`src/rtl/pc_src_ctrl_pkg.sv`:
```
`default_nettype none
// ============================================================================
// Module      : pc_src_ctrl_pkg
// Description : Shared PC-source select encodings and MIPS op/func/rt
//               literals used by the next-PC source controller.
// Revision    : 1.0 - initial release
// ============================================================================
package pc_src_ctrl_pkg;

    // Next-PC source selects (the controller register is SEL_W wide).
    typedef enum logic [2:0] {
        PC_ADD4 = 3'd0,
        PC_NPC  = 3'd1,
        PC_RD1  = 3'd2,
        PC_EPC  = 3'd3,
        PC_EXC  = 3'd4
    } pc_sel_e;

    // Primary opcodes, instruction[31:26]
    localparam logic [5:0] SPECIAL = 6'b000000;
    localparam logic [5:0] REGIMM  = 6'b000001;
    localparam logic [5:0] J       = 6'b000010;
    localparam logic [5:0] JAL     = 6'b000011;
    localparam logic [5:0] BEQ     = 6'b000100;
    localparam logic [5:0] BNE     = 6'b000101;
    localparam logic [5:0] BLEZ    = 6'b000110;
    localparam logic [5:0] BGTZ    = 6'b000111;
    localparam logic [5:0] COP0    = 6'b010000;

    // Function codes, instruction[5:0]
    localparam logic [5:0] JR      = 6'b001000;
    localparam logic [5:0] JALR    = 6'b001001;
    localparam logic [5:0] ERET    = 6'b011000;

    // REGIMM rt selectors, instruction[20:16]
    localparam logic [4:0] RT_BLTZ = 5'b00000;
    localparam logic [4:0] RT_BGEZ = 5'b00001;

endpackage
`default_nettype wire

```
`src/rtl/pc_src_ctrl_if.sv`:
```
`default_nettype none
// ============================================================================
// Module      : pc_src_ctrl_if
// Description : Decode inputs and registered outputs of the next-PC source
//               controller. The fetch/decode side drives through master, the
//               controller attaches through slave.
// Revision    : 1.0 - initial release
// ============================================================================
interface pc_src_ctrl_if #(
    parameter int PIPE_DEPTH = 3,
    parameter int CNT_W      = 16,
    parameter int SEL_W      = 3
);
    logic [5:0]              op;
    logic [5:0]              func;
    logic [4:0]              rt;
    logic                    zero;
    logic                    rs_neg;
    logic                    rs_zero;
    logic                    stall;
    logic                    exc_req;
    logic [SEL_W-1:0]        pc_sel;
    logic [6*PIPE_DEPTH-1:0] op_q;
    logic [6*PIPE_DEPTH-1:0] func_q;
    logic [PIPE_DEPTH-1:0]   valid_q;
    logic [CNT_W-1:0]        redirect_cnt;

    modport master (
        output op, func, rt, zero, rs_neg, rs_zero, stall, exc_req,
        input  pc_sel, op_q, func_q, valid_q, redirect_cnt
    );

    modport slave (
        input  op, func, rt, zero, rs_neg, rs_zero, stall, exc_req,
        output pc_sel, op_q, func_q, valid_q, redirect_cnt
    );
endinterface
`default_nettype wire

```
`src/rtl/pc_src_ctrl_branch_decode.sv`:
```
`default_nettype none
// ============================================================================
// Module      : branch_decode
// Description : Combinational map from the current instruction fields and
//               comparator flags to the next-PC source select.
// Revision    : 1.0 - initial release
// ============================================================================
module branch_decode
    import pc_src_ctrl_pkg::*;
(
    input  logic [5:0] op,
    input  logic [5:0] func,
    input  logic [4:0] rt,
    input  logic       zero,
    input  logic       rs_neg,
    input  logic       rs_zero,
    output pc_sel_e    sel
);

    // Anything not recognised falls through to sequential fetch.
    always_comb begin
        sel = PC_ADD4;
        case (op)
            BEQ:     if (zero)                 sel = PC_NPC;
            BNE:     if (!zero)                sel = PC_NPC;
            BLEZ:    if (rs_neg || rs_zero)    sel = PC_NPC;
            BGTZ:    if (!rs_neg && !rs_zero)  sel = PC_NPC;
            REGIMM:  if ((rt == RT_BLTZ &&  rs_neg) ||
                         (rt == RT_BGEZ && !rs_neg)) sel = PC_NPC;
            J, JAL:                            sel = PC_NPC;
            SPECIAL: if (func == JR || func == JALR) sel = PC_RD1;
            COP0:    if (func == ERET)         sel = PC_EPC;
            default:                           sel = PC_ADD4;
        endcase
    end

endmodule
`default_nettype wire

```
`src/rtl/pc_src_ctrl.sv`:
```
`default_nettype none
// ============================================================================
// Module      : pc_src_ctrl
// Description : Registered next-PC source controller. Registers the decoded
//               PC select, carries op/func/valid down a shadow pipeline with
//               stall and exception bubbling, and counts taken redirects.
// Revision    : 1.0 - initial release
// ============================================================================
module pc_src_ctrl
    import pc_src_ctrl_pkg::*;
#(
    parameter int PIPE_DEPTH = 3,
    parameter int CNT_W      = 16,
    parameter int SEL_W      = 3
) (
    input  logic            clk,
    input  logic            reset,
    pc_src_ctrl_if.slave    bus
);

    pc_sel_e          w_dec;
    logic [SEL_W-1:0] r_pc_sel;
    logic [CNT_W-1:0] r_cnt;
    logic [5:0]       r_op    [PIPE_DEPTH];
    logic [5:0]       r_func  [PIPE_DEPTH];
    logic             r_valid [PIPE_DEPTH];

    branch_decode u_decode (
        .op      (bus.op),
        .func    (bus.func),
        .rt      (bus.rt),
        .zero    (bus.zero),
        .rs_neg  (bus.rs_neg),
        .rs_zero (bus.rs_zero),
        .sel     (w_dec)
    );

    // PC select register: exception vector wins over stall, stall holds.
    always_ff @(posedge clk) begin
        if (reset)
            r_pc_sel <= SEL_W'(PC_ADD4);
        else if (bus.exc_req)
            r_pc_sel <= SEL_W'(PC_EXC);
        else if (!bus.stall)
            r_pc_sel <= SEL_W'(w_dec);
    end

    // Redirect counter: every exception and every non-sequential select
    // committed in a normal cycle; wraps freely.
    always_ff @(posedge clk) begin
        if (reset)
            r_cnt <= '0;
        else if (bus.exc_req)
            r_cnt <= r_cnt + CNT_W'(1);
        else if (!bus.stall && w_dec != PC_ADD4)
            r_cnt <= r_cnt + CNT_W'(1);
    end

    for (genvar k = 0; k < PIPE_DEPTH; k++) begin : g_stage
        if (k == 0) begin : g_head
            // Stage 0: bubbled by exceptions, held by stall, else loads.
            always_ff @(posedge clk) begin
                if (reset || bus.exc_req) begin
                    r_op[0]    <= '0;
                    r_func[0]  <= '0;
                    r_valid[0] <= 1'b0;
                end else if (!bus.stall) begin
                    r_op[0]    <= bus.op;
                    r_func[0]  <= bus.func;
                    r_valid[0] <= 1'b1;
                end
            end
        end else if (k == 1) begin : g_second
            // Stage 1: takes a bubble whenever stage 0 does not advance.
            always_ff @(posedge clk) begin
                if (reset || bus.exc_req || bus.stall) begin
                    r_op[1]    <= '0;
                    r_func[1]  <= '0;
                    r_valid[1] <= 1'b0;
                end else begin
                    r_op[1]    <= r_op[0];
                    r_func[1]  <= r_func[0];
                    r_valid[1] <= r_valid[0];
                end
            end
        end else begin : g_tail
            // Deeper stages always drain downstream.
            always_ff @(posedge clk) begin
                if (reset) begin
                    r_op[k]    <= '0;
                    r_func[k]  <= '0;
                    r_valid[k] <= 1'b0;
                end else begin
                    r_op[k]    <= r_op[k-1];
                    r_func[k]  <= r_func[k-1];
                    r_valid[k] <= r_valid[k-1];
                end
            end
        end

        assign bus.op_q[6*k +: 6]   = r_op[k];
        assign bus.func_q[6*k +: 6] = r_func[k];
        assign bus.valid_q[k]       = r_valid[k];
    end

    assign bus.pc_sel       = r_pc_sel;
    assign bus.redirect_cnt = r_cnt;

endmodule
`default_nettype wire

```
`src/flat_wrapper.sv`:
```
// flat-port wrapper written by rule: the top's interface ports become plain ports
module pc_src_ctrl_flat import pc_src_ctrl_pkg::*;
#(
    parameter int PIPE_DEPTH = 3,
    parameter int CNT_W      = 16,
    parameter int SEL_W      = 3
)
  (clk, reset, bus_op, bus_func, bus_rt, bus_zero, bus_rs_neg, bus_rs_zero, bus_stall, bus_exc_req, bus_pc_sel, bus_op_q, bus_func_q, bus_valid_q, bus_redirect_cnt);
  pc_src_ctrl_if #(.PIPE_DEPTH(PIPE_DEPTH), .CNT_W(CNT_W), .SEL_W(SEL_W)) bus_i ();
  input  logic clk;
  input  logic reset;
  input wire logic [$bits(bus_i.op)-1:0] bus_op;
  input wire logic [$bits(bus_i.func)-1:0] bus_func;
  input wire logic [$bits(bus_i.rt)-1:0] bus_rt;
  input wire logic [$bits(bus_i.zero)-1:0] bus_zero;
  input wire logic [$bits(bus_i.rs_neg)-1:0] bus_rs_neg;
  input wire logic [$bits(bus_i.rs_zero)-1:0] bus_rs_zero;
  input wire logic [$bits(bus_i.stall)-1:0] bus_stall;
  input wire logic [$bits(bus_i.exc_req)-1:0] bus_exc_req;
  output wire logic [$bits(bus_i.pc_sel)-1:0] bus_pc_sel;
  output wire logic [$bits(bus_i.op_q)-1:0] bus_op_q;
  output wire logic [$bits(bus_i.func_q)-1:0] bus_func_q;
  output wire logic [$bits(bus_i.valid_q)-1:0] bus_valid_q;
  output wire logic [$bits(bus_i.redirect_cnt)-1:0] bus_redirect_cnt;
  assign bus_i.op = bus_op;
  assign bus_i.func = bus_func;
  assign bus_i.rt = bus_rt;
  assign bus_i.zero = bus_zero;
  assign bus_i.rs_neg = bus_rs_neg;
  assign bus_i.rs_zero = bus_rs_zero;
  assign bus_i.stall = bus_stall;
  assign bus_i.exc_req = bus_exc_req;
  assign bus_pc_sel = bus_i.pc_sel;
  assign bus_op_q = bus_i.op_q;
  assign bus_func_q = bus_i.func_q;
  assign bus_valid_q = bus_i.valid_q;
  assign bus_redirect_cnt = bus_i.redirect_cnt;
  pc_src_ctrl #(.PIPE_DEPTH(PIPE_DEPTH), .CNT_W(CNT_W), .SEL_W(SEL_W)) u_core (.clk(clk), .reset(reset), .bus(bus_i));
endmodule
```
`config.mk`:
```
export PLATFORM = sky130hd
export DESIGN_NAME = pc_src_ctrl_flat
export DESIGN_NICKNAME = d
export VERILOG_FILES = /design/src/rtl/pc_src_ctrl_pkg.sv /design/src/rtl/pc_src_ctrl_if.sv /design/src/rtl/pc_src_ctrl_branch_decode.sv /design/src/rtl/pc_src_ctrl.sv /design/src/flat_wrapper.sv
export SDC_FILE = /design/constraint.sdc
export NUM_CORES = 1
export LEC_CHECK = 0
export CAP_MARGIN = 25
export CORE_MARGIN = 2
export CORE_UTILIZATION = 30
export CTS_BUF_LIST = sky130_fd_sc_hd__clkbuf_4
export DETAILED_ROUTE_END_ITERATION = 7
export GPL_ROUTABILITY_DRIVEN = 0
export PLACE_DENSITY_LB_ADDON = 0.12
export RECOVER_POWER = 25
export SKIP_LAST_GASP = 1
export SLEW_MARGIN = 20
export SYNTH_ARGS = -nofsm -noshare
export SYNTH_HDL_FRONTEND = slang
export SYNTH_SLANG_ARGS = --single-unit
```
`constraint.sdc`:
```
create_clock -name clk -period 4.85 [get_ports clk]
set_clock_uncertainty 0.1 [all_clocks]
set_input_delay 0.7275 -clock clk [delete_from_list [all_inputs] [get_ports clk]]
set_output_delay 0.7275 -clock clk [all_outputs]
set_load 0.1 [all_outputs]
```
-- Word level (Yosys, flattened, before mapping)
Memory sizes are Yosys's and may differ from the RTL's.
Index checks and enable logic that the tools add are counted.
- RAM bits: 39
- input bits: 24
- word-level logic and storage cells: 79
- register bits after elaboration: 19
- memories: 3
- output and inout bits: 58
- memory list (memory ; depth ; bits a word ; read ports ; clocked after Yosys merged registers in ; wr ports ; line ; RTL):
    u_core.r_func ; 3 ; 6 ; 3 ; 0 ; 3 ; pc_src_ctrl.sv:25 ; logic [5:0] r_func [PIPE_DEPTH];
    u_core.r_op ; 3 ; 6 ; 3 ; 0 ; 3 ; pc_src_ctrl.sv:24 ; logic [5:0] r_op [PIPE_DEPTH];
    u_core.r_valid ; 3 ; 1 ; 3 ; 0 ; 3 ; pc_src_ctrl.sv:26 ; logic r_valid [PIPE_DEPTH];
- equal/unequal tests: 13
- bitwise logic cells: 9
- multiplexer cells: 32
- add/sub/neg operators: 1
- reductions and logical operators: 18
- operators by type and width (operator ; number):
    6-bit two-way mux ; 6
    16-bit two-way mux ; 2
    6-bit by 3-bit equality test with 1-bit output, second input constant ; 4
    3-bit one-hot mux with 8 select lines ; 1
    1-bit two-way mux ; 19
    16-bit by 1-bit adder with 16-bit output, second input constant ; 1
    6-bit by 2-bit equality test with 1-bit output, second input constant ; 2
    6-bit by 4-bit equality test with 1-bit output, second input constant ; 2
    6-bit by 5-bit equality test with 1-bit output, second input constant ; 2
    1-bit OR ; 9
    6-bit by 1-bit equality test with 1-bit output, second input constant ; 1
    6-bit logical NOT ; 1
    3-bit two-way mux ; 2
    5-bit by 1-bit equality test with 1-bit output, second input constant ; 1
    5-bit logical NOT ; 1
    1-bit logical OR ; 5
    1-bit logical AND ; 4
    2-bit two-way mux ; 2
    2-bit OR reduction ; 2
    1-bit logical NOT ; 3
    3-bit nonzero test ; 1
    2-bit by 1-bit inequality test with 1-bit output, second input constant ; 1
    2-bit nonzero test ; 1

-- Longest topological paths before layout
Gate-level depths: netlist (run 1).
- word-level depth: 9
- mapped depth: 7
- depth with buffers taken out: 6

-- Modules after synthesis
A second synthesis (run 1) with hierarchy kept.
- cells, all modules: 208
- area, all modules: 2222.1 um2
- modules (own cells, without submodules) (module ; times used ; area an instance (um2) ; seq. area each (um2) ; cells each):
    pc_src_ctrl ; 1 ; 2079.5 ; 1291.2 ; 185
    branch_decode ; 1 ; 142.6 ; 0.0 ; 23

-- Least setup slack after synthesis (run 1)
OpenSTA, ideal clock, no wires.
- kind: register -> register
- start: register u_core.r_cnt[7] (netlist: u_core.bus.redirect_cnt[7])
- end: register u_core.r_cnt[15] (netlist: u_core.bus.redirect_cnt[15])
- period minus slack after synthesis: 2752 ps
- data arrival time: 2531 ps
- required time: 4629 ps
- library setup time: 121 ps
- slack: 2098 ps
- stages on the path, launching flop included: 6
- buffers on the path: 0
- cells stage by stage: dfxtp_1 nand4_1 nor4_1 nand3_1 o221ai_1 mux2_2
- longest elaborated chain between the ends: 3
- RTL lines (item ; line ; RTL):
    from (decl) ; pc_src_ctrl.sv:23 ; logic [CNT_W-1:0] r_cnt;
    from (signal assigned) ; pc_src_ctrl.sv:54 ; r_cnt <= r_cnt + CNT_W'(1);
    from (signal assigned) ; pc_src_ctrl.sv:56 ; r_cnt <= r_cnt + CNT_W'(1);
    16-bit by 1-bit adder with 16-bit output * ; pc_src_ctrl.sv:54, pc_src_ctrl.sv:56 ;
    16-bit two-way mux ; pc_src_ctrl.sv:55 ; else if (!bus.stall && w_dec != PC_ADD4)
    16-bit two-way mux * ; pc_src_ctrl.sv:53 ; else if (bus.exc_req)
Every way passes the cells marked *; elsewhere a longest branch is shown, timed or not. The select of a mux whose other input is x is not followed.
A chain may end at the register's enable or synchronous reset.

==> impl_metrics.env, run 1 <==
export IMPL_synth_ff_type="dfxtp_1"
export IMPL_syn_inst=290
export IMPL_crit_path_max_fanout=53
export IMPL_vias_per_cell=5.07
export IMPL_finalCritPeriodShare_pct=63.4
export IMPL_max_stage_delay_ns=1.53
export IMPL_synth_top_area_share_pct=32.7
export IMPL_antenna_found_initial=0
export IMPL_die_area_mm2=0.00996
export IMPL_nFillCells=871
export IMPL_dr_total_vias=2401
export IMPL_fp_coreArea_mm2=0.00881
export IMPL_crit_chain="clkbuf_1 > nor3_1 > clkbuf_1 > and2_1"
export IMPL_cp_end_kind="flop"
export IMPL_cap_violations=1
export IMPL_path_class="primary input to flop"
export IMPL_power_density_mw_per_mm2=303
export IMPL_r2r_slack_ns=2.45
export IMPL_met1_usage_pct=18.1
export IMPL_grt_pass1_wl_um=10800
export IMPL_grt_met2_usage_pct=22.0
export IMPL_start_util_pct=31.3
export IMPL_timing_rr_end="u_core.bus.redirect_cnt[15]"
export IMPL_slew_viol_final=54
export IMPL_cts_resized_gates=0
export IMPL_drc=0
export IMPL_fin_hold_ws_ns=0.358
export IMPL_synthDistinctLibCells=49
export IMPL_crit_end="u_core.r_op[0][3]"
export IMPL_peakVddDrop_v=0.000204
export IMPL_r2r_cells=5
export IMPL_wl_per_cell_um=14.2
export IMPL_fp_dieH_um=99.8
export IMPL_die_w_um=99.8
export IMPL_fin_nets=386
export IMPL_status="finished with violations"
export IMPL_cts_root_buf="clkbuf_4"
export IMPL_p_leak_nw=1.27
export IMPL_wl_um=6740
export IMPL_ys_ff_latch=58
export IMPL_grt_start_max_net_pins=54
export IMPL_min_path_type="flop to flop"
export IMPL_async_reset_ff_share_pct=0
export IMPL_placed_cells=458
export IMPL_syn_num_nets=315
export IMPL_cp_arrival_ns=3.11
export IMPL_syn_area_mm2=0.00275
export IMPL_htree_levels=3
export IMPL_cp_common_cell="clkbuf_1"
export IMPL_finalSetupViolCount=0
export IMPL_dpl_cell_area_mm2=0.00361
export IMPL_rsz0062_at_grt="no"
export IMPL_yosys_top_cells_area="dfxtp_1, edfxtp_1, and2_1, nor2b_1, mux2_2"
export IMPL_violations="max-capacitance violations, max-slew violations"
export IMPL_cp_required_ns=4.89
export IMPL_period_needed_ns=3.07
export IMPL_grtUsageTotal_pct=14.0
export IMPL_maxSlewHeadroom_pct=-45.3
export IMPL_start_kind="primary input"
export IMPL_drive_gt1_share_pct=10.1
export IMPL_io_buffer_count=81
export IMPL_clock_fmax_ghz=0.325
export IMPL_tightest_slew_ns=2.18
export IMPL_use_met3_pct=5.01
export IMPL_grt_overflow=0
export IMPL_grt_pass1_vias=2171
export IMPL_finalSetupTns_ns=0
export IMPL_cp_startpoint="reset"
export IMPL_r2r_start="u_core.bus.redirect_cnt[2]"
export IMPL_cts_buffers_inserted=9
export IMPL_postCtsSetupBuffers=0
export IMPL_num_antenna_cells=0
export IMPL_num_io_pins=82
export IMPL_ant_nets=0
export IMPL_syn_to_final_growth_pct=36.6
export IMPL_path_clk_slew_ns=0.11
export IMPL_cts_tree="built"
export IMPL_clkLatencyLatePin_ns=0.39
export IMPL_slowest_stage="clkbuf_1"
export IMPL_finalHoldViolCount=0
export IMPL_cts_hold_buf=0
export IMPL_avgSynthCellArea_um2=9.50
export IMPL_num_rows=34
export IMPL_dr_pass1_iters=4
export IMPL_synth_top_cell_by_area="dfxtp_1"
export IMPL_ys_seq_area_share_pct=46.9
export IMPL_cts_sinks=58
export IMPL_fin_area_mm2=0.00376
export IMPL_final_util_pct=42.7
export IMPL_top_usage_layer="met2"
export IMPL_hpwl_um=4700
export IMPL_stdcell_count=474
export IMPL_synth_edf_count=13
export IMPL_drt_iter0_markers=126
export IMPL_ys_warnings_count=0
export IMPL_clk_path_buf_depth=2
## state kept, by name (all words and copies together) (netlist names)
signal,count
u_core.bus.pc_sel,3
u_core.bus.redirect_cnt,16
u_core.r_func,18
u_core.r_op,18
u_core.r_valid,3
## how the worst min path moves through the flow
stage | to | start | depth (start not counted) | slack, ns
2_1_floorplan | u_core.r_valid[2] | u_core.r_valid[1] | 1 | 0.34
4_1_cts | u_core.r_op[2][2] | u_core.r_op[1][2] | 1 | 0.36
6_report | u_core.r_op[2][0] | u_core.r_op[1][0] | 1 | 0.36
5_1_grt | u_core.r_func[2][3] | u_core.r_func[1][3] | 1 | 0.36
3_3_place_gp | u_core.r_func[2][3] | u_core.r_func[1][3] | 1 | 0.34
3_5_place_dp | u_core.r_op[2][4] | u_core.r_op[1][4] | 1 | 0.35
## Yosys cell counts (all sizes together) (3+ instances only)
master	number
nor4	5
nand2	11
a41oi	3
mux2	13
or3	3
nor3b	7
a21oi	4
o211ai	4
inv	4
o221ai	7
and2	28
buf	7
or2	3
nand4	11
nor3	7
nand3	23
edfxtp	13
clkbuf	16
dfxtp	45
o21ai	5
nor2b	25
nor2	22
## per-layer routing
layer / up-vias / routed length, um
met3: 6 / 389
met2: 84 / 3080
li1: 1202 / -
met4: 0 / 58
met5: - / 0
met1: 1109 / 3210
## final cells by class
cell class                 count  area (um^2)  share of cell area (%)
multi-input combinational    205         1350                    35.7
sequential                    58         1290                    34.3
timing repair buffer          83          816                    21.7
tap                          108          135                    3.59
clock inverter                 7         92.6                    2.46
clock buffer                   9         67.6                    1.80
inverter                       4         15.0                   0.399
## stage by stage
step	total power, mW	worst slack, ns
final	1.14	1.78
after global routing	1.20	1.36
after CTS	1.16	1.82
after detailed placement	0.757	1.44
after global placement	0.755	1.46
after floorplan	0.692	2.10
## kinds of logic after synthesis
logic type	after synthesis	synth area share [%]
compound gates	34	10.1
xor+xnor	1	0.318
fa+ha+maj	1	0.454
buf+inv	27	4.27
flops	58	46.9
mux	13	5.32
simple gates	156	32.6
## cell usage in the layout, fill, tap and decap left out, types with 3 or more instances in the layout
| master | netlist | final |
|---|---|---|
| nor2b_1 | 25 | 25 |
| edfxtp_1 | 13 | 13 |
| nand4_1 | 11 | 11 |
| o221ai_1 | 6 | 6 |
| nor3_1 | 7 | 7 |
| a21oi_1 | 4 | 4 |
| and2_0 | 1 | 10 |
| or2_2 | 3 | 3 |
| clkbuf_4 | 0 | 9 |
| nand3_1 | 23 | 23 |
| mux2_2 | 12 | 12 |
| clkdlybuf4s50_1 | 0 | 80 |
| o211ai_1 | 4 | 4 |
| nand2_1 | 11 | 11 |
| o21ai_0 | 5 | 5 |
| nor4_1 | 5 | 5 |
| dfxtp_1 | 45 | 45 |
| nor2_1 | 22 | 22 |
| nor3b_1 | 7 | 7 |
| and2_1 | 27 | 18 |
| inv_1 | 4 | 4 |
| a41oi_1 | 3 | 3 |
## power by group
part | internal [mW] | leakage [nW] | total, mW | switching [mW]
clock network | 0.208 | 0.0800 | 0.395 | 0.187
registers | 0.508 | 0.513 | 0.524 | 0.0160
logic | 0.0605 | 0.678 | 0.220 | 0.160
## worst max-delay path: cells and delay by family
kind                   cells  cell delay [ns]
AND/OR/NAND/NOR            2             0.39
buffers and inverters      2             1.97
No activity file was read; power rests on OpenSTA's default activity.
==> run 2: changes to the inputs <==
- clock period: 4.85 -> 2.8 ns (I/O delays scaled with it)
==> impl_metrics.env, run 2 (same netlist as run 1, synthesis figures left out) <==
export IMPL_drt_iter0_markers=114
export IMPL_finalCritPeriodShare_pct=87.2
export IMPL_fin_hold_ws_ns=0.362
export IMPL_fin_nets=401
export IMPL_htree_levels=3
export IMPL_peakVddDrop_v=0.000230
export IMPL_wl_um=7040
export IMPL_drive_gt1_share_pct=27.8
export IMPL_cts_root_buf="clkbuf_4"
export IMPL_r2r_slack_ns=0.50
export IMPL_grt_overflow=0
export IMPL_final_cell_mix="buf_4, dfxtp_1, nor2b_1, nand3_1"
export IMPL_num_antenna_cells=0
export IMPL_rsz0062_at_grt="no"
export IMPL_wl_per_cell_um=14.4
export IMPL_path_clk_slew_ns=0.11
export IMPL_hold_path_depth=1
export IMPL_cts_buffers_inserted=9
export IMPL_grt_pass1_wl_um=11500
export IMPL_path_class="primary input to flop"
export IMPL_path_buf_inv=1
export IMPL_grt_pass1_vias=2331
export IMPL_power_mw=1.99
export IMPL_start_kind="primary input"
export IMPL_drc=0
export IMPL_fp_dieH_um=99.8
export IMPL_cp_num_cells=6
export IMPL_start_util_pct=31.3
export IMPL_vias_per_cell=4.92
export IMPL_grt_start_max_net_pins=28
export IMPL_clk_path_buf_depth=2
export IMPL_finalSetupViolCount=0
export IMPL_cts_tree="built"
export IMPL_slew_viol_final=0
export IMPL_slowest_stage="or4_4"
export IMPL_antenna_found_initial=0
export IMPL_min_path_type="flop to flop"
export IMPL_final_common_cell="buf_4"
export IMPL_postCtsSetupBuffers=0
export IMPL_max_stage_delay_ns=0.53
export IMPL_ant_nets=0
export IMPL_cts_hold_buf=0
export IMPL_fp_coreArea_mm2=0.00881
export IMPL_cts_resized_gates=0
export IMPL_hold_end="u_core.r_op[2][1]"
export IMPL_timing_rr_end="u_core.bus.redirect_cnt[15]"
export IMPL_cp_required_ns=2.99
export IMPL_power_density_mw_per_mm2=531
export IMPL_cp_end_kind="flop"
export IMPL_cap_violations=0
export IMPL_die_w_um=99.8
export IMPL_num_rows=34
export IMPL_syn_to_final_growth_pct=36.3
export IMPL_r2r_start="u_core.bus.redirect_cnt[4]"
export IMPL_io_buffer_count=81
export IMPL_hold_path_startpoint="u_core.r_op[1][1]"
export IMPL_cp_arrival_ns=2.63
export IMPL_p_leak_nw=1.46
export IMPL_finalHoldViolCount=0
export IMPL_r2r_cells=5
export IMPL_num_io_pins=82
export IMPL_dr_total_vias=2405
export IMPL_die_area_mm2=0.00996
export IMPL_tightest_slew_ns=1.20
export IMPL_hpwl_um=5020
export IMPL_period_needed_ns=2.44
export IMPL_cts_sinks=58
export IMPL_clkLatencyLatePin_ns=0.39
export IMPL_crit_chain="clkdlybuf4s50_1 > or3_4 > a211o_4 > or4_4 > o221ai_2 > mux2_1"
export IMPL_crit_path_max_fanout=7
export IMPL_dr_pass1_iters=4
export IMPL_cpLargestDelayFamily="simple AND/OR/NAND/NOR gates"
export IMPL_maxSlewHeadroom_pct=19.9
export IMPL_clock_fmax_ghz=0.410
export IMPL_grtUsageTotal_pct=14.6
export IMPL_status="finished clean"
[run 2: changes by cell type in the layout (fill, tap and decap cells not counted), sizes merged]
cell / delta
clkinvlp: -1
inv: -1
clkinv: +2
buf: +69
clkbuf: +4
clkdlybuf4s50: -58
[run 2: power breakdown]
part / switching [mW] / internal, mW
logic: 0.292 / 0.112
clock network: 0.331 / 0.360
registers: 0.0176 / 0.881
[run 2: layout make-up]
cell class | instances | area (um^2)
Multi-Input combinational cell | 205 | 1350
Sequential cell | 58 | 1290
Tap cell | 108 | 135
Timing Repair Buffer | 98 | 806
Clock buffer | 9 | 67.6
Clock inverter | 7 | 93.8
Inverter | 4 | 15.0
Fill cell | 868 | 5050
[run 2: worst register-to-register path: stages, from the launching register on]
cell,delay [ns]
dfxtp_1,0.45
nand4_1,0.37
nor4_1,0.59
nand3_1,0.13
o221ai_1,0.21
mux2_2,0.35
[run 2: layer usage]
layer  track usage, %  share of wire (%)
met5                0                  0
met2             23.2                 45
met1             19.5                 49
met4             4.43               0.74
met3             3.83                5.2
[run 2: worst max path at each step]
stage,to,startpoint,slack (ns)
after floorplan,u_core.bus.redirect_cnt[15],u_core.bus.redirect_cnt[7],0.05
after global placement,u_core.bus.redirect_cnt[7],bus_op[2],-0.01
after detailed placement,u_core.bus.redirect_cnt[7],bus_op[2],-0.05
after CTS,u_core.bus.redirect_cnt[7],bus_op[2],0.40
after global routing,u_core.bus.redirect_cnt[4],bus_op[2],0.31
final,u_core.bus.redirect_cnt[7],bus_op[2],0.36
[run 2: metrics by stage]
stage	setup WS, ns	TNS (ns)	area (um^2)	cells	utilization [%]
6_report	0.359	0	3750	489	42.6
5_1_grt	0.311	0	3750	489	42.6
4_1_cts	0.396	0	3780	489	42.9
3_5_place_dp	-0.0456	-0.0456	3620	473	41.1
3_3_place_gp	-0.0111	-0.0111	3620	473	41.1
2_1_floorplan	0.0483	0	2750	290	-
==> run 3: changes to the inputs <==
- CORE_MARGIN: 2 -> 3
==> impl_metrics.env, run 3 (same netlist as run 1, synthesis figures left out) <==
export IMPL_status="finished clean"
export IMPL_final_util_pct=42.0
export IMPL_cp_arrival_ns=2.65
export IMPL_io_buffer_count=81
export IMPL_fin_nets=400
export IMPL_cap_violations=0
export IMPL_final_cell_mix="buf_4, dfxtp_1, and2_1, nor2b_1, nand3_1"
export IMPL_wl_um=7090
export IMPL_drt_iter0_markers=75
export IMPL_slew_viol_final=0
export IMPL_grt_start_max_net_pins=37
export IMPL_peakVddDrop_v=0.000249
export IMPL_finalCritPeriodShare_pct=87.9
export IMPL_power_density_mw_per_mm2=536
export IMPL_tightest_slew_ns=1.17
export IMPL_start_kind="primary input"
export IMPL_wl_per_cell_um=14.5
export IMPL_drive_gt1_share_pct=24.5
export IMPL_cts_hold_buf=0
export IMPL_crit_path_max_fanout=6
export IMPL_path_clk_slew_ns=0.10
export IMPL_die_area_mm2=0.0104
export IMPL_grtUsageTotal_pct=14.0
export IMPL_antenna_found_initial=0
export IMPL_cts_buffers_inserted=9
export IMPL_start_util_pct=31.3
export IMPL_cts_root_buf="clkbuf_4"
export IMPL_postCtsSetupBuffers=0
export IMPL_ant_nets=0
export IMPL_finalHoldViolCount=0
export IMPL_clock_fmax_ghz=0.407
export IMPL_cts_resized_gates=0
export IMPL_cp_end_kind="flop"
export IMPL_finalSetupViolCount=0
export IMPL_min_path_type="flop to flop"
export IMPL_stdcell_count=488
export IMPL_syn_to_final_growth_pct=34.4
export IMPL_cp_required_ns=2.99
export IMPL_power_mw=1.99
export IMPL_grt_pass1_vias=2198
export IMPL_dr_pass1_iters=4
export IMPL_cts_sinks=58
export IMPL_vias_per_cell=5.02
export IMPL_num_rows=34
export IMPL_final_common_cell="buf_4"
export IMPL_hpwl_um=5080
export IMPL_fin_hold_ws_ns=0.370
export IMPL_num_io_pins=82
export IMPL_num_antenna_cells=0
export IMPL_cts_tree="built"
export IMPL_fp_dieH_um=102
export IMPL_p_leak_nw=1.41
export IMPL_clkLatencyLatePin_ns=0.39
export IMPL_grt_overflow=0
export IMPL_placed_cells=472
export IMPL_period_needed_ns=2.46
export IMPL_maxSlewHeadroom_pct=22.3
export IMPL_grt_pass1_wl_um=11400
export IMPL_htree_levels=3
export IMPL_clk_path_buf_depth=2
export IMPL_drc=0
export IMPL_die_w_um=102
export IMPL_dr_total_vias=2450
export IMPL_finalSetupTns_ns=0
export IMPL_rsz0062_at_grt="no"
export IMPL_fp_coreArea_mm2=0.00881
export IMPL_path_class="primary input to flop"
## run 3: report_power, final
group | leakage, nW | total [mW] | switching, mW | internal, mW
Sequential | 0.513 | 0.898 | 0.0175 | 0.881
Clock | 0.0881 | 0.685 | 0.318 | 0.367
Combinational | 0.810 | 0.402 | 0.293 | 0.109
## run 3: worst paths after layout
| path | startpoint | to | slack [ns] | cells past startpoint |
|---|---|---|---|---|
| worst min register to register | u_core.r_func[1][3] | u_core.r_func[2][3] | 0.37 | 1 |
| worst max register to register | u_core.bus.redirect_cnt[4] | u_core.bus.redirect_cnt[15] | 0.50 | 5 |
| worst max-delay path | bus_op[1] | u_core.bus.redirect_cnt[7] | 0.34 | 6 |
| worst min-delay path | u_core.r_func[1][3] | u_core.r_func[2][3] | 0.37 | 1 |
## run 3: metal layers
layer	vias to the layer above	part of all wire, %	global-route usage, %
met3	5	6.7	4.03
met4	0	0.99	3.94
li1	1220	-	-
met2	90	45	21.9
met5	-	0	0
met1	1135	47	18.9
## run 3: worst max-delay path, stage by stage
cell and delay [ns]:
clkdlybuf4s50_1 0.49, or3_4 0.43, a211o_4 0.37, or4_4 0.53, o221ai_2 0.08, mux2_1 0.33
## run 3: cell type report
| cell class | count | area (um^2) |
|---|---|---|
| fillers | 869 | 5100 |
| multi-input cells | 205 | 1360 |
| flip-flops and latches | 58 | 1290 |
| repair buffers | 97 | 749 |
| well taps | 108 | 135 |
| clock inverters | 6 | 80.1 |
| clock buffers | 10 | 75.1 |
| inverters | 4 | 15.0 |
## run 3: metrics by stage
step	area [um^2]	setup WS (ns)
floorplan	2750	0.0483
global placement	3610	-0.0369
detailed placement	3620	-0.0774
CTS	3770	0.364
global route	3700	0.267
finish	3700	0.340
==> RTL change, RTL diff (config.mk and constraints of run 3) <==
`SEL_W` is set to 3 in 3 places; all go to 5.
--- a/src/rtl/pc_src_ctrl_if.sv
+++ b/src/rtl/pc_src_ctrl_if.sv
@@ -10,5 +10,5 @@
     parameter int PIPE_DEPTH = 3,
     parameter int CNT_W      = 16,
-    parameter int SEL_W      = 3
+    parameter int SEL_W      = 5
 );
     logic [5:0]              op;
--- a/src/rtl/pc_src_ctrl.sv
+++ b/src/rtl/pc_src_ctrl.sv
@@ -12,5 +12,5 @@
     parameter int PIPE_DEPTH = 3,
     parameter int CNT_W      = 16,
-    parameter int SEL_W      = 3
+    parameter int SEL_W      = 5
 ) (
     input  logic            clk,
--- a/src/flat_wrapper.sv
+++ b/src/flat_wrapper.sv
@@ -4,5 +4,5 @@
     parameter int PIPE_DEPTH = 3,
     parameter int CNT_W      = 16,
-    parameter int SEL_W      = 3
+    parameter int SEL_W      = 5
 )
   (clk, reset, bus_op, bus_func, bus_rt, bus_zero, bus_rs_neg, bus_rs_zero, bus_stall, bus_exc_req, bus_pc_sel, bus_op_q, bus_func_q, bus_valid_q, bus_redirect_cnt);
Ports: changed (resized bus_pc_sel); port bits go from 82 to 84. No check against the original RTL was run, so the function may have changed too.
==> RTL change against run 3 <==
  * Synthesized area fell by 11%
  * Worst setup slack lost 0.16 ns
  * Total power fell by 3.0%
  * Design area fell by 5.1%
  * Routed wire length is 13% lower
  * Critical path type unchanged
  * Non-clock buffer count is 7 higher
  * The run now ends with max-capacitance violations, max-slew violations left
  * Sequential cell count is the same
  * First-iteration DRC count shrank 13%
==> RTL change: results (changes against run 3) <==
Outcome
The flow ran to the end, but the final reports show violations. The checks that failed: max-capacitance violations, max-slew violations.

Critical path
The data arrival time of the critical path is 2.82 ns (+0.17 ns). The capture point of the critical path is u_core.bus.redirect_cnt[15]. The register-to-register setup slack is 0.44 ns (-0.06 ns). The maximum net fanout on the critical path is 8 (+2). In this run the critical register-to-register path is captured at u_core.bus.redirect_cnt[13]. The cell count of the worst reg-to-reg path is 6 (+1).

Power and ir drop
The maximum resistive drop on vdd is 0.2185 mV (-12%). The clock network power is 0.000724 W (+5.7%). The total sequential power is 0.000887 W (-1%). The static power due to leakage is 1.417 nW (+0.40%).

Cells and area
The area of the multi-input gates is 0.001080 mm2 (-20%). The non-clock buffering overhead in the final layout came to 0.2365 (+0.03403). The fraction of final layout cells sized beyond drive strength 1 was 0.3107 (+0.06600).

The filler cell count in the final layout came to 804 (-7.5%). The count of plain and timing-repair buffers came to 104 (+7.2%). The final sequential cell count was 58 (unchanged).

Logic synthesis
The area fraction in compound gates after synthesis is 0.09898 (-0.002338). The share of the synthesized netlist area taken by xor and xnor gates is 0.01071 (+0.007534). The top-area cell type share of the netlist area is 0.3673 (+0.04022). Yosys attributes the largest share of cell area to dfxtp_1 37%, edfxtp_1 16%, and2_1 6.9%. In the synthesized netlist, the cells that appear most often are 45 x dfxtp_1, 27 x and2_1, 20 x nor2b_1.

The proportion of synthesized area in mux cells was 0.02755 (-0.02561). The count of cell types in the netlist is 50 (+2.0%). The arithmetic-cell share of the synthesized area counting full adders, half adders and majority gates is 0.005102 (+0.0005587).

The share of the yosys chip area belonging to registers is 0.5265 (+0.05765).

Routing
The final wirelength is 6.190 mm (-13%). The initial DRC count is 65 (-13%). The total number of vias is 2099 (-14%).

Hold path
The startpoint identified for the worst hold timing path is u_core.r_op[1][4]. For hold timing, the worst endpoint is u_core.r_op[2][4].

Global route
The pin count of the biggest net entering global routing came to 33 (-11%). The number of global-route vias before repair is 2013 (-8.4%). The wire length of the first global-routing pass came to 10.03 mm (-12%).

The combined global-route utilization of all metal layers was 0.1425 (+0.002783).

Place
The half-perimeter wire length of the detailed placement result is 4.644 mm (-8.5%).

Timing
The number of max-slew violations in the final report is 33 (+33). The share of the clock period used by the worst path is 0.9356 (+0.05708).

Run
The reported max-cap violation count is 1 (+1).
## RTL change: cells by family after synthesis
kind of cell | count (synthesis)
flops | 58
fa+ha+maj | 1
compound gates | 37
other cells | 1
buf+inv | 19
xor+xnor | 3
mux | 6
simple gates | 123
## RTL change: routing by layer
layer | track usage | vias up | wire length [um]
met2 | 0.2122 | 51 | 2772
met1 | 0.1959 | 955 | 2979
li1 | - | 1084 | -
met5 | 0 | - | 0
met3 | 0.03873 | 9 | 353
met4 | 0.05607 | 0 | 84
## RTL change: per-stage QoR
step	cell area, um2	hold WS, ns	cells	total power, W	TNS, ns
after CTS	3521	0.3678	456	0.001954	0
after detailed placement	3352	0.3576	440	0.001224	-2.145
after floorplan	2456	0.3394	249	0.001117	0
after global placement	3352	0.3472	440	0.001222	-1.684
after global routing	3513	0.3778	456	0.002007	0
final	3513	0.3560	456	0.001925	0
